**src/rtl/ram_portb_arbiter.sv**
```systemverilog
// ram_portb_arbiter
//   Shares port B of the dual-port instruction/data RAM between two masters:
//   M0 (core load/store unit) and M1 (debug/program loader). The arbiter is
//   round-robin and serves one access per cycle. Responses are registered.
//   Illegal accesses are still granted, but they never reach the RAM. These
//   are misaligned accesses, out-of-range accesses, and writes with an
//   unsupported byte-enable pattern.
//
// Ports
//   clk, rstn_i                   clock, asynchronous active-low reset
//   mX_req_i / mX_addr_i          request and byte address (held until grant)
//   mX_we_i / mX_be_i / mX_wdata_i write flag, byte enables, LSB-aligned data
//   mX_gnt_o                      combinational grant
//   mX_rvalid_o / mX_err_o        one-cycle response pulse, error qualifier
//   mX_rdata_o                    read data (0 for writes and errors)
//   m1_lock_i                     M1 keeps priority while locked and requesting
//   ram_en_o / ram_addr_o         RAM port-B enable and byte address
//   ram_we_o / ram_din_o          RAM byte-write mask and write data
//   ram_dout_i                    RAM read data, combinational from ram_addr_o

module ram_portb_arbiter #(
  parameter int unsigned SIZE = 1024
) (
  input  logic        clk,
  input  logic        rstn_i,

  input  logic        m0_req_i,
  input  logic [31:0] m0_addr_i,
  input  logic        m0_we_i,
  input  logic [3:0]  m0_be_i,
  input  logic [31:0] m0_wdata_i,
  output logic        m0_gnt_o,
  output logic        m0_rvalid_o,
  output logic [31:0] m0_rdata_o,
  output logic        m0_err_o,

  input  logic        m1_req_i,
  input  logic [31:0] m1_addr_i,
  input  logic        m1_we_i,
  input  logic [3:0]  m1_be_i,
  input  logic [31:0] m1_wdata_i,
  output logic        m1_gnt_o,
  output logic        m1_rvalid_o,
  output logic [31:0] m1_rdata_o,
  output logic        m1_err_o,
  input  logic        m1_lock_i,

  output logic        ram_en_o,
  output logic [31:0] ram_addr_o,
  output logic [3:0]  ram_we_o,
  output logic [31:0] ram_din_o,
  input  logic [31:0] ram_dout_i
);

  // last_gnt: 0 = M0 was granted last, 1 = M1 was granted last
  logic        last_gnt;
  logic        lock_owner;
  logic        gnt0;
  logic        gnt1;
  logic        any_gnt;

  logic [31:0] sel_addr;
  logic        sel_we;
  logic [3:0]  sel_be;
  logic [31:0] sel_wdata;
  logic [31:0] word_idx;
  logic        be_ok;
  logic        legal;
  logic        access;

  logic        m0_rvalid_q, m1_rvalid_q;
  logic        m0_err_q, m1_err_q;
  logic [31:0] m0_rdata_q, m1_rdata_q;

  // A single requester always wins. On a tie, a locked M1 that already owns
  // the port keeps it. Otherwise the master that did not win last time gets
  // the grant. The lock only takes effect after M1 has won at least once.
  always_comb begin
    gnt0 = 1'b0;
    gnt1 = 1'b0;
    if (m0_req_i && m1_req_i) begin
      if (lock_owner && m1_lock_i) begin
        gnt1 = 1'b1;
      end else if (last_gnt) begin
        gnt0 = 1'b1;
      end else begin
        gnt1 = 1'b1;
      end
    end else begin
      gnt0 = m0_req_i;
      gnt1 = m1_req_i;
    end
  end

  assign any_gnt  = gnt0 | gnt1;
  assign m0_gnt_o = gnt0;
  assign m1_gnt_o = gnt1;

  // Fields of whichever master holds the grant this cycle
  assign sel_addr  = gnt1 ? m1_addr_i  : m0_addr_i;
  assign sel_we    = gnt1 ? m1_we_i    : m0_we_i;
  assign sel_be    = gnt1 ? m1_be_i    : m0_be_i;
  assign sel_wdata = gnt1 ? m1_wdata_i : m0_wdata_i;

  // Legality: the address must be word aligned and inside the RAM. A write
  // may only use a full-word, low-halfword or low-byte mask.
  assign word_idx = {2'b00, sel_addr[31:2]};
  assign be_ok    = !sel_we || (sel_be == 4'b1111) || (sel_be == 4'b0011)
                    || (sel_be == 4'b0001);
  assign legal    = (sel_addr[1:0] == 2'b00) && (word_idx < SIZE) && be_ok;
  assign access   = any_gnt && legal;

  // Only a legal grant touches the RAM. Every other case keeps the port quiet.
  assign ram_en_o   = access;
  assign ram_addr_o = access ? sel_addr  : 32'h0;
  assign ram_din_o  = access ? sel_wdata : 32'h0;
  assign ram_we_o   = (access && sel_we) ? sel_be : 4'b0000;

  // Arbitration history. Reset makes last_gnt = 1 so that M0 wins the first
  // tie. lock_owner follows the most recent cycle, so it drops as soon as M1
  // loses the grant or releases the lock.
  always_ff @(posedge clk or negedge rstn_i) begin
    if (!rstn_i) begin
      last_gnt   <= 1'b1;
      lock_owner <= 1'b0;
    end else begin
      if (any_gnt) begin
        last_gnt <= gnt1;
      end
      lock_owner <= gnt1 & m1_lock_i;
    end
  end

  // Responses are one-cycle pulses to the master granted on the previous
  // edge. Read data is captured at the grant edge. A write to the same word
  // commits on that edge too, so a read granted next cycle sees the new data.
  always_ff @(posedge clk or negedge rstn_i) begin
    if (!rstn_i) begin
      m0_rvalid_q <= 1'b0;
      m1_rvalid_q <= 1'b0;
      m0_err_q    <= 1'b0;
      m1_err_q    <= 1'b0;
      m0_rdata_q  <= 32'h0;
      m1_rdata_q  <= 32'h0;
    end else begin
      m0_rvalid_q <= gnt0;
      m1_rvalid_q <= gnt1;
      m0_err_q    <= gnt0 & ~legal;
      m1_err_q    <= gnt1 & ~legal;
      m0_rdata_q  <= (gnt0 && legal && !sel_we) ? ram_dout_i : 32'h0;
      m1_rdata_q  <= (gnt1 && legal && !sel_we) ? ram_dout_i : 32'h0;
    end
  end

  assign m0_rvalid_o = m0_rvalid_q;
  assign m1_rvalid_o = m1_rvalid_q;
  assign m0_err_o    = m0_err_q;
  assign m1_err_o    = m1_err_q;
  assign m0_rdata_o  = m0_rdata_q;
  assign m1_rdata_o  = m1_rdata_q;

endmodule

```
**config.mk**
```make
export PLATFORM = sky130hd
export DESIGN_NAME = ram_portb_arbiter
export DESIGN_NICKNAME = d
export VERILOG_FILES = /design/src/rtl/ram_portb_arbiter.sv
export SDC_FILE = /design/constraint.sdc
export NUM_CORES = 1
export LEC_CHECK = 0
export ABC_CLOCK_PERIOD_IN_PS = 3200
export BUFFER_PORTS_ARGS = -buffer_cell sky130_fd_sc_hd__buf_2
export CAP_MARGIN = 0
export CORE_AREA = 2 2 120 122
export DETAILED_ROUTE_END_ITERATION = 10
export DIE_AREA = 0 0 122 124
export GPL_ROUTABILITY_DRIVEN = 0
export PLACE_DENSITY_LB_ADDON = 0.25
export SYNTH_ARGS = -nofsm -noshare
export SYNTH_HDL_FRONTEND = slang
export SYNTH_SLANG_ARGS = --single-unit
export TNS_END_PERCENT = 5
```
**constraint.sdc**
```tcl
create_clock -name clk -period 3.2 [get_ports clk]
set_input_delay 0.8 -clock clk [delete_from_list [all_inputs] [get_ports clk]]
set_output_delay 0.8 -clock clk [all_outputs]
set_load 0.05 [all_outputs]
```
* After elaboration in Yosys (flattened, before gate mapping)
Cells that the tools add are included.
** Storage, ports and cells
- Register bits :: 70
- Input bits :: 175
- Output and inout port bits :: 139
- Logic and storage cells :: 47
** Cells by class
- Magnitude comparators :: 1
- Equal/unequal tests :: 3
- Mux-type cells :: 15
- Bitwise gates (word level) :: 5
- Reduce and logical (&&, ||, !) cells :: 15
** Operators by type and width (number)
- $mux 32 :: 6
- $lt 30x11->1 const B :: 1
- $logic_and 1x1->1 :: 10
- $mux 4 :: 2
- $mux 1 :: 7
- $eq 4x1->1 const B :: 1
- $eq 4x2->1 const B :: 1
- $eq 4x4->1 const B :: 1
- $and 1x1->1 :: 3
- $logic_or 1x1->1 :: 3
- $logic_not 2->1 :: 1
- $logic_not 1->1 :: 1
- $not 1->1 :: 1
- $or 1x1->1 :: 1

* Depth between registers and ports, before layout
Gate-level depths: netlist (run 1).
- Depth after elaboration :: 12
- Gate-level depth with buffers :: 7
- Depth with buffers taken out :: 6

* Worst setup path before layout (run 1)
OpenSTA, ideal clock, no wires.
- Path kind :: in2out
- From :: input port m1_lock_i
- To :: output port ram_addr_o[10]
- Arrival time :: 2909 ps
- Required time :: 2400 ps
- Setup slack :: -509 ps
- Stages :: 7
- Buffers on the path :: 1
- Path through :: nand2_1 a31o_2 inv_2 nor3_2 o21ai_2 buf_6 nor3_1
** On the way
- Word-level cells in the longest chain between the ends :: 11
- Elaborated cells on any way between the ends :: 22
- Those cells by class :: 1 x order compare; 3 x eq/ne; 8 x mux; 1 x bitwise; 9 x reduce/logical
** Ends and longest elaborated chain
- start: declaration :: line 46 : input logic m1_lock_i,
- $logic_and 1x1->1 (*) :: line 82 : if (lock_owner && m1_lock_i) begin
- $mux 1 (*) :: line 82
- $mux 1 (*) :: line 81 : if (m0_req_i && m1_req_i) begin
- named net m1_gnt_o :: line 42 : output logic m1_gnt_o,
- parallel branches: the longest is 7 deep, another holds $lt 30x11->1
- $mux 32 (*) :: line 115 : assign ram_addr_o = access ? sel_addr : 32'h0;
- end: declaration :: line 49 : output logic [31:0] ram_addr_o,
Mark *: on every way through the listed nets, which the timed path passes.

* Final worst setup path (run 1)
- From :: input port m0_addr_i[1]
- To :: output port ram_din_o[8]
** On the way
- Word-level cells in the longest chain between the ends :: 6
** Ends and longest elaborated chain
- start: declaration :: line 28 : input logic [31:0] m0_addr_i,
- $mux 32 :: line 100 : assign sel_addr = gnt1 ? m1_addr_i : m0_addr_i;
- $logic_not 2->1 :: line 110 : assign legal = (sel_addr[1:0] == 2'b00) && (word_idx < SIZE) && be_ok;
- $logic_and 1x1->1 (2 in a row) :: line 110
- $logic_and 1x1->1 :: line 111 : assign access = any_gnt && legal;
- $mux 32 :: line 116 : assign ram_din_o = access ? sel_wdata : 32'h0;
- end: declaration :: line 51 : output logic [31:0] ram_din_o,
Every way passes these cells.

==> results of run 1 <==
==> cells in the final DEF (no fill, tap or decap), types with 2 or more instances in the layout <==
cell type / n
dfrtp_1: 69
buf_4: 26
nor3_4: 4
nor2_1: 7
nor4_1: 2
nor3_2: 38
and3_1: 2
nor4_4: 7
clkbuf_16: 10
conb_1: 22
diode_2: 2
o21ai_0: 2
mux2i_1: 45
buf_12: 6
buf_2: 245
nor4_2: 2
buf_6: 37
nand2_1: 8
nand4_1: 2
bufinv_16: 2
inv_6: 2
and2_1: 67
nor3_1: 5
==> power breakdown <==
| group | switching [mW] | total, mW | internal [mW] |
|---|---|---|---|
| Combinational | 0.229 | 0.378 | 0.149 |
| Sequential | 0.00228 | 0.894 | 0.892 |
| Clock | 0.359 | 1.05 | 0.688 |
==> worst min-delay path, stage by stage, from the launching register on <==
cell and delay (ns):
dfstp_2 0.38, nand2_1 0.05, nand2_1 0.04
==> cells by family (layout without fill, tap and decap cells) <==
logic type             count (synthesis)  after routing  synth area share
buffers and inverters                 43            333           0.08461
AOI/OAI and AO/OA                      9              9           0.02042
and+or+nand+nor                      146            146            0.2516
DFF                                   70             70            0.5109
muxes                                 45             45            0.1313
other                                  1             24          0.001093
==> metrics by stage <==
stage                     utilization  area, sq um
after floorplan                     -         3681
after global placement         0.3882         5326
after detailed placement       0.3882         5326
after CTS                      0.4257         5841
after global routing           0.4441         6093
final                          0.4441         6093
==> Yosys cell counts <==
library cell	count
mux2i_1	45
o32a_1	1
nor4_1	10
o21ai_2	1
dfstp_2	1
clkbuf_1	4
inv_1	1
and3b_1	1
inv_2	1
a21oi_1	1
nor3_2	8
clkbuf_2	6
a31o_2	1
nor3_1	39
conb_1	1
and3_1	2
nand4_1	2
buf_4	23
o21ai_0	3
and2_1	67
buf_6	4
dfrtp_1	69
a31oi_1	1
buf_2	4
nor2_1	8
nand2_1	8
nor4_2	1
a32oi_2	1
==> what timing repair did <==
item,in CTS,in global routing
setup endpoints to repair,47,47
gates cloned,0,2
buffers inserted,1,2
resized for setup,57,46
pin swaps,5,3
==> layer usage <==
layer	share of wire	vias up
met2	0.56	190
met5	0	-
met4	0.022	0
li1	-	1639
met1	0.33	1568
met3	0.087	20
==> flip-flops by register name, indices dropped and copies added (netlist names) <==
| name | count |
|---|---|
| last_gnt | 1 |
| lock_owner | 1 |
| m0_err_o | 1 |
| m0_rdata_o | 32 |
| m0_rvalid_o | 1 |
| m1_err_o | 1 |
| m1_rdata_o | 32 |
| m1_rvalid_o | 1 |
==> area by class of cell <==
class,count,share of cell area
timing repair buffer,315,0.3255
clock buffer,10,0.03758
inverter,2,0.001232
multi-input combinational,222,0.2949
tap,180,0.03696
clock inverter,6,0.01540
sequential,70,0.2877
antenna,2,0.0008214
==> final timing paths <==
check | startpoint | end | slack [ns] | cells after the start
worst max-delay path | m0_addr_i[1] | ram_din_o[8] | -0.003 | 8
worst min-delay path | last_gnt | last_gnt | 0.48 | 2
worst max register to register | last_gnt | m0_rdata_o[13] | 1.26 | 7
worst min register to register | last_gnt | last_gnt | 0.48 | 2
max in group asynchronous | rstn_i | last_gnt | 2.00 | 2
min in group asynchronous | rstn_i | m1_rdata_o[1] | 0.50 | 1
==> metrics.csv, run 1 <==
stage,metric,value,unit
detailed_routing,remaining antenna violation count after routing,0,
sta,"Slew Viols, Final",0,
cells_and_area,storage element area,0.001753,sq mm
critical_path,Crit path max-delay family,simple AND/OR/NAND/NOR gates,
grt,initial antenna violation count,2,
sta,Final WS setup,-0.003414,ns
critical_path,"most used cell, CP",buf_12,
detailed_routing,Initial DRC Count,117,
sta,final setup fails,3,
cells_and_area,Fill cells,1288,
critical_path,Max stage delay on crit path,0.29,ns
yosys,Ys Warns,0,
detailed_routing,WL final,12360,um
detailed_routing,vias after detailed routing,3417,
detailed_routing,TritonRoute pass-1 iters,4,
critical_path,Critical Path RT,2.40,ns
die,initial core utilization,0.2501,
pwr,power per cell area,380.7,mW/mm^2
run_status,status,"complete, but fails checks",
pwr,total power,2.320,mW
sta,fmax,312.2,MHz
clock_tree,H-tree levels,3,
clock_tree,# hold bufs at CTS,0,
clock_tree,number of buffers created by CTS,9,
cells_and_area,nets,795,
sta,Worst slew margin,0.5659,
grt,vias in the first global route,3374,
place,HPWL after DPL,9688,um
clock_tree,clock tree from TritonCTS,done,
critical_path,crit-path max FO,18,
grt,GRT Residual Overflow,0,
sta,"Hold Vio Cnt, Final",0,
clock_tree,"CTS clk-pin slew, worst paths",0.05,ns
grt,first-pass GRT wire length,16570,um
critical_path,Crit-path slowest cell,nor4_4,
cells_and_area,area delta synth->final,77.61,%
clock_tree,root buf cell,clkbuf_16,
sta,Tcrit/Tclk final,1.001,
critical_path,CP endpoint kind,output port,
sta,Worst Clk Skew,0.003477,ns
die,# IOs,314,
clock_tree,Sink Count,70,
yosys,post-synth cell types,28,
place,pre-CTS setup slack,-0.3360,ns
yosys,Post-Synthesis Cells,314,
grt,met1 GRT Util,0.1434,
critical_path,CP cell instances,buf_2 -> nor4_4 -> nand4_1 -> nor3_4 -> o21ai_4 -> buf_12 -> nor3_2 -> buf_12,
min_path,hold crit path type,flop to flop,
clock_tree,Longest Clk Path Bufs,2,
sta,Sum Neg Setup Slack,-0.006836,ns
job,max cap viols,0,
grt,largest net degree at the start of global routing,45,
yosys,mapped cell area,0.003431,sq mm
yosys,Synth Area per Inst,10.93,sq um
sta,WHS,0.4754,ns
sta,"Min Clock Period, post-route",3.203,ns
yosys,#FFs+latches synth,70,
sta,actual slew at the worst max-slew pin,0.6511,ns
place,cell total after placement,784,
cells_and_area,Multi-input gate area,0.001797,sq mm
place,Port Buffers,291,
run_status,violations in the final reports,setup timing,
die,CORE AREA,0.01372,sq mm
grt,M2 GR Usage,0.2818,
grt,GRT Max-Usage Layer,met2,
grt,Total GRT Usage,0.1458,
yosys,register area share after synthesis,0.5109,
critical_path,critical path arrival,2.40,ns
grt,met3 usage,0.03938,
critical_path,worst path bufs/invs,3,
pwr,P_leak,3.358,nW
sta,RSZ-0062 raised after global routing,true,
die,Die Wd,122,um
detailed_routing,DRC,0,
die,row cnt,43,
detailed_routing,Routed wire per std cell,15.31,um
die,die area,0.01513,sq mm
yosys,synth top area cells,"dfrtp_1 (50%), mux2i_1 (13%), and2_1 (12%)",
cells_and_area,share of layout cells above drive strength 1,0.6192,
yosys,Synth top area share,0.5033,
critical_path,worst setup path category,primary input to output port,
detailed_routing,vias per cell,4.234,
yosys,Synth area leader,dfrtp_1,
die,Die Y,124,um
pwr,Worst IR Drop VDD,0.3076,mV
critical_path,startpoint types,primary input,
clock_tree,Clock Latency Late Sink,0.32,ns
cells_and_area,Finished Layout Cells,807,
No activity file was read; power rests on OpenSTA's default activity.
==> run 2: changes to the inputs <==
Settings changed: TNS_END_PERCENT 5 to 50.
==> metrics.csv, run 2 (synthesis results as in run 1) <==
stage,metric,value,unit
sta,Final WS setup,-0.06249,ns
sta,Worst Clk Skew,0.005850,ns
critical_path,critical path arrival,2.46,ns
critical_path,worst setup path category,primary input to output port,
clock_tree,Sink Count,70,
sta,actual slew at the worst max-slew pin,0.8670,ns
cells_and_area,share of layout cells above drive strength 1,0.6387,
place,Post-DP Area,0.005520,sq mm
clock_tree,root buf cell,clkbuf_16,
critical_path,CP endpoint kind,output port,
critical_path,startpoint types,primary input,
sta,final setup fails,23,
grt,Total GRT Usage,0.1501,
die,initial core utilization,0.2501,
clock_tree,number of buffers created by CTS,9,
clock_tree,H-tree levels,3,
critical_path,reg2reg path depth,7,
die,row cnt,43,
detailed_routing,DRC,0,
min_path,hold crit path type,flop to flop,
detailed_routing,Routed wire per std cell,14.79,um
detailed_routing,TritonRoute pass-1 iters,4,
cells_and_area,area delta synth->final,86.47,%
grt,vias in the first global route,3332,
clock_tree,"CTS clk-pin slew, worst paths",0.06,ns
run_status,violations in the final reports,setup timing,
run_status,status,"complete, but fails checks",
detailed_routing,vias per cell,4.171,
cells_and_area,most frequent cells in the layout,"buf_2 (240), dfrtp_1 (69), and2_1 (67), buf_6 (46), mux2i_1 (42)",
clock_tree,clock tree from TritonCTS,done,
critical_path,Crit. Startpoint,m1_addr_i[17],
pwr,P_leak,3.466,nW
pwr,Worst IR Drop VDD,0.2836,mV
cells_and_area,fin area,0.006397,sq mm
place,HPWL after DPL,9328,um
clock_tree,Clock Latency Late Sink,0.33,ns
detailed_routing,remaining antenna violation count after routing,0,
cells_and_area,"most common cell after layout, fill and taps aside",buf_2,
critical_path,worst r2r src,last_gnt,
critical_path,crit path to,ram_din_o[24],
sta,Worst slew margin,0.4220,
detailed_routing,vias after detailed routing,3383,
clock_tree,Longest Clk Path Bufs,2,
die,Die Wd,122,um
grt,first-pass GRT wire length,17130,um
grt,GRT Residual Overflow,0,
cells_and_area,antenna cells,0,
grt,largest net degree at the start of global routing,71,
sta,Sum Neg Setup Slack,-0.6052,ns
die,Die Y,124,um
die,die area,0.01513,sq mm
critical_path,Critical Path RT,2.40,ns
critical_path,crit-path max FO,11,
sta,"Slew Viols, Final",0,
sta,"Min Clock Period, post-route",3.262,ns
pwr,power per cell area,357.6,mW/mm^2
detailed_routing,WL final,12000,um
place,Port Buffers,291,
die,CORE AREA,0.01372,sq mm
die,# IOs,314,
grt,initial antenna violation count,0,
sta,"Hold Vio Cnt, Final",0,
sta,fmax,306.5,MHz
critical_path,"reg-to-reg slack, setup",1.40,ns
sta,Tcrit/Tclk final,1.020,
detailed_routing,Initial DRC Count,110,
critical_path,reg-to-reg critical path endpoint,m0_rdata_o[31],
cells_and_area,nets,801,
sta,RSZ-0062 raised after global routing,true,
job,max cap viols,0,
## run 2: per-layer routing
layer	vias up	wire (um)	global-route usage
li1	1645	-	-
met1	1544	4213	0.1585
met2	176	6479	0.2821
met3	18	1008	0.03800
met4	0	297	0.06466
met5	-	0	0
## run 2: final cells by class
type	count	area, sq um
Clock inverter	6	68.82
Timing Repair Buffer	321	2117
Inverter	2	7.507
Multi-Input combinational cell	222	1987
Tap cell	180	225.2
Sequential cell	70	1753
Clock buffer	10	239.0
Fill cell	1300	7322
## run 2: how the worst min path moves through the flow
stage,startpoint,depth (start not counted),endpoint
after floorplan,last_gnt,2,last_gnt
after global placement,last_gnt,2,last_gnt
after detailed placement,last_gnt,2,last_gnt
after CTS,last_gnt,2,last_gnt
after global routing,last_gnt,2,last_gnt
final,last_gnt,2,last_gnt
## run 2: stage by stage
step	power, mW	util	hold slack [ns]	std cells	worst slack, ns
3_5_place_dp	1.285	0.4024	0.4643	790	-0.2415
4_1_cts	2.313	0.4534	0.4814	812	-0.05469
5_1_grt	2.378	0.4663	0.5147	811	-0.1840
2_1_floorplan	1.125	-	0.4469	335	-0.4051
3_3_place_gp	1.283	0.4024	0.4573	790	-0.2014
6_report	2.288	0.4663	0.4785	811	-0.06249
## run 2: report_power, final
part           switching (mW)  total [mW]  internal [mW]
logic                   0.245       0.400          0.155
registers             0.00240       0.895          0.892
clock network           0.366       0.993          0.628
total                   0.613        2.29           1.67
## run 2: timing repair
item | 4_1_cts | 5_1_grt
hold buffers | 0 | 0
pin swaps | 16 | 20
buffers inserted | 5 | 1
endpoints found under the setup margin | 47 | 47
gates resized for setup | 77 | 58
gates cloned | 2 | 1
## run 2: worst max-delay path, cell delays in order
cell,delay [ns]
buf_6,0.09
nor4_4,0.27
nand4_1,0.14
buf_6,0.16
nor3_4,0.21
o21ai_4,0.18
buf_12,0.20
nor3_2,0.17
buf_4,0.23
==> run 3: changes to the inputs <==
==> constraint.sdc (replaced) <==
create_clock -name clk -period 3.2 [get_ports clk]
set_input_delay 0.48 -clock clk [delete_from_list [all_inputs] [get_ports clk]]
set_output_delay 0.48 -clock clk [all_outputs]
set_load 0.05 [all_outputs]
==> metrics.csv, run 3 (synthesis results as in run 1) <==
stage,metric,value,unit
die,# IOs,314,
die,initial core utilization,0.2501,
cells_and_area,Multi-input gate area,0.001518,sq mm
job,max cap viols,0,
grt,vias in the first global route,3157,
critical_path,"reg-to-reg slack, setup",1.03,ns
clock_tree,Clock Latency Late Sink,0.32,ns
critical_path,CP endpoint kind,output port,
cells_and_area,antenna cells,0,
die,die area,0.01513,sq mm
sta,"Hold Vio Cnt, Final",0,
clock_tree,# hold bufs at CTS,0,
min_path,hold crit path type,primary input to async pin,
critical_path,worst setup path category,flop to output port,
die,row cnt,43,
detailed_routing,Initial DRC Count,117,
detailed_routing,M1 WL,4145,um
sta,Worst Clk Skew,0.005710,ns
pwr,Worst IR Drop VDD,0.2814,mV
detailed_routing,DR top layer,met4,
detailed_routing,WL final,11590,um
sta,actual slew at the worst max-slew pin,0.8439,ns
grt,largest net degree at the start of global routing,71,
sta,"Min Clock Period, post-route",3.034,ns
detailed_routing,DRC,0,
cells_and_area,nets,780,
cells_and_area,"most common cell after layout, fill and taps aside",buf_2,
detailed_routing,met2 WL,6171,um
clock_tree,number of buffers created by CTS,9,
critical_path,worst r2r src,last_gnt,
critical_path,Crit. Startpoint,last_gnt,
cells_and_area,fin area,0.005513,sq mm
cells_and_area,Fill cells,1403,
clock_tree,"CTS clk-pin slew, worst paths",0.06,ns
grt,Total GRT Usage,0.1464,
sta,Tcrit/Tclk final,0.9483,
detailed_routing,Routed wire per std cell,14.67,um
die,Die Y,124,um
critical_path,startpoint types,flop,
cells_and_area,most frequent cells in the layout,"buf_2 (281), dfrtp_1 (69), and2_1 (67), mux2i_1 (45), nor3_1 (39)",
clock_tree,root buf cell,clkbuf_16,
critical_path,reg2reg path depth,6,
die,CORE AREA,0.01372,sq mm
critical_path,reg-to-reg critical path endpoint,m0_rdata_o[9],
place,Port Buffers,291,
grt,first-pass GRT wire length,16520,um
detailed_routing,DR WL met3,979,um
critical_path,Critical Path RT,2.72,ns
sta,"Slew Viols, Final",0,
cells_and_area,area delta synth->final,60.69,%
clock_tree,clock tree from TritonCTS,done,
sta,WHS,0.3562,ns
critical_path,critical path arrival,2.55,ns
sta,fmax,329.5,MHz
detailed_routing,vias after detailed routing,3318,
clock_tree,Sink Count,70,
die,Die Wd,122,um
critical_path,crit path to,ram_din_o[30],
critical_path,crit-path max FO,44,
detailed_routing,TritonRoute pass-1 iters,4,
cells_and_area,share of layout cells above drive strength 1,0.5426,
place,HPWL after DPL,9593,um
place,Post-DP Area,0.005160,sq mm
grt,initial antenna violation count,0,
cells_and_area,storage element area,0.001753,sq mm
pwr,P_leak,3.227,nW
sta,final setup fails,0,
sta,Worst slew margin,0.4374,
grt,GRT Residual Overflow,0,
pwr,power per cell area,413.8,mW/mm^2
clock_tree,H-tree levels,3,
sta,RSZ-0062 raised after global routing,false,
clock_tree,Longest Clk Path Bufs,2,
detailed_routing,remaining antenna violation count after routing,0,
detailed_routing,vias per cell,4.200,
run_status,status,finished clean,
==> run 3: cell types whose count changed in the layout (fill, tap and decap cells not counted), sizes merged <==
cell and delta:
buf -19, clkbuf -2, clkinv -2, bufinv +1, inv +1
==> run 3: power by group <==
group,switching (mW),internal [mW],leakage (nW)
clock,0.371,0.689,0.154
sequential,0.00303,0.892,0.968
combinational,0.199,0.127,2.10
total,0.573,1.71,3.23
==> run 3: worst min path at each step <==
stage / start / endpoint / slack, ns
2_1_floorplan: rstn_i / lock_owner / 0.18
6_report: rstn_i / m1_rdata_o[22] / 0.36
3_3_place_gp: last_gnt / last_gnt / 0.46
3_5_place_dp: last_gnt / last_gnt / 0.47
4_1_cts: ram_dout_i[29] / m1_rdata_o[29] / 0.35
5_1_grt: ram_dout_i[28] / m1_rdata_o[28] / 0.36
==> run 3: metal layers <==
metal / global-route usage / vias up
met4: 0.05460 / 0
li1: - / 1606
met1: 0.1560 / 1525
met3: 0.04075 / 16
met2: 0.2744 / 171
met5: 0 / -
==> run 3: stage by stage <==
step	util	setup TNS (ns)	total power, mW	worst slack, ns	std cells
final	0.4018	0	2.281	0.1655	790
after global routing	0.4018	0	2.386	0.01818	790
after CTS	0.4001	0	2.312	0.01340	790
after detailed placement	0.3761	-1.636	1.238	-0.1264	774
after global placement	0.3761	-0.7486	1.234	-0.04457	774
after floorplan	-	0	1.102	0.1313	335
==> run 3: area by class of cell <==
type                            instances  share of cell area
Sequential cell                        70              0.3180
Clock inverter                          6             0.01702
Clock buffer                           10             0.04153
Timing Repair Buffer                  300              0.3059
Tap cell                              180             0.04085
Inverter                                2            0.001362
Multi-Input combinational cell        222              0.2753
==> run 3: repair_timing <==
| item | CTS | global route |
|---|---|---|
| setup buffers | 0 | 0 |
| endpoints found under the setup margin | 31 | 19 |
| cloned | 0 | 0 |
| resized for setup | 1 | 5 |
==> run 3: worst max-delay path: stages (launching register included) <==
cell	delay (ns)
dfstp_2	0.54
a31o_2	0.29
buf_4	0.59
mux2i_1	0.19
nor3_1	0.38
buf_12	0.20
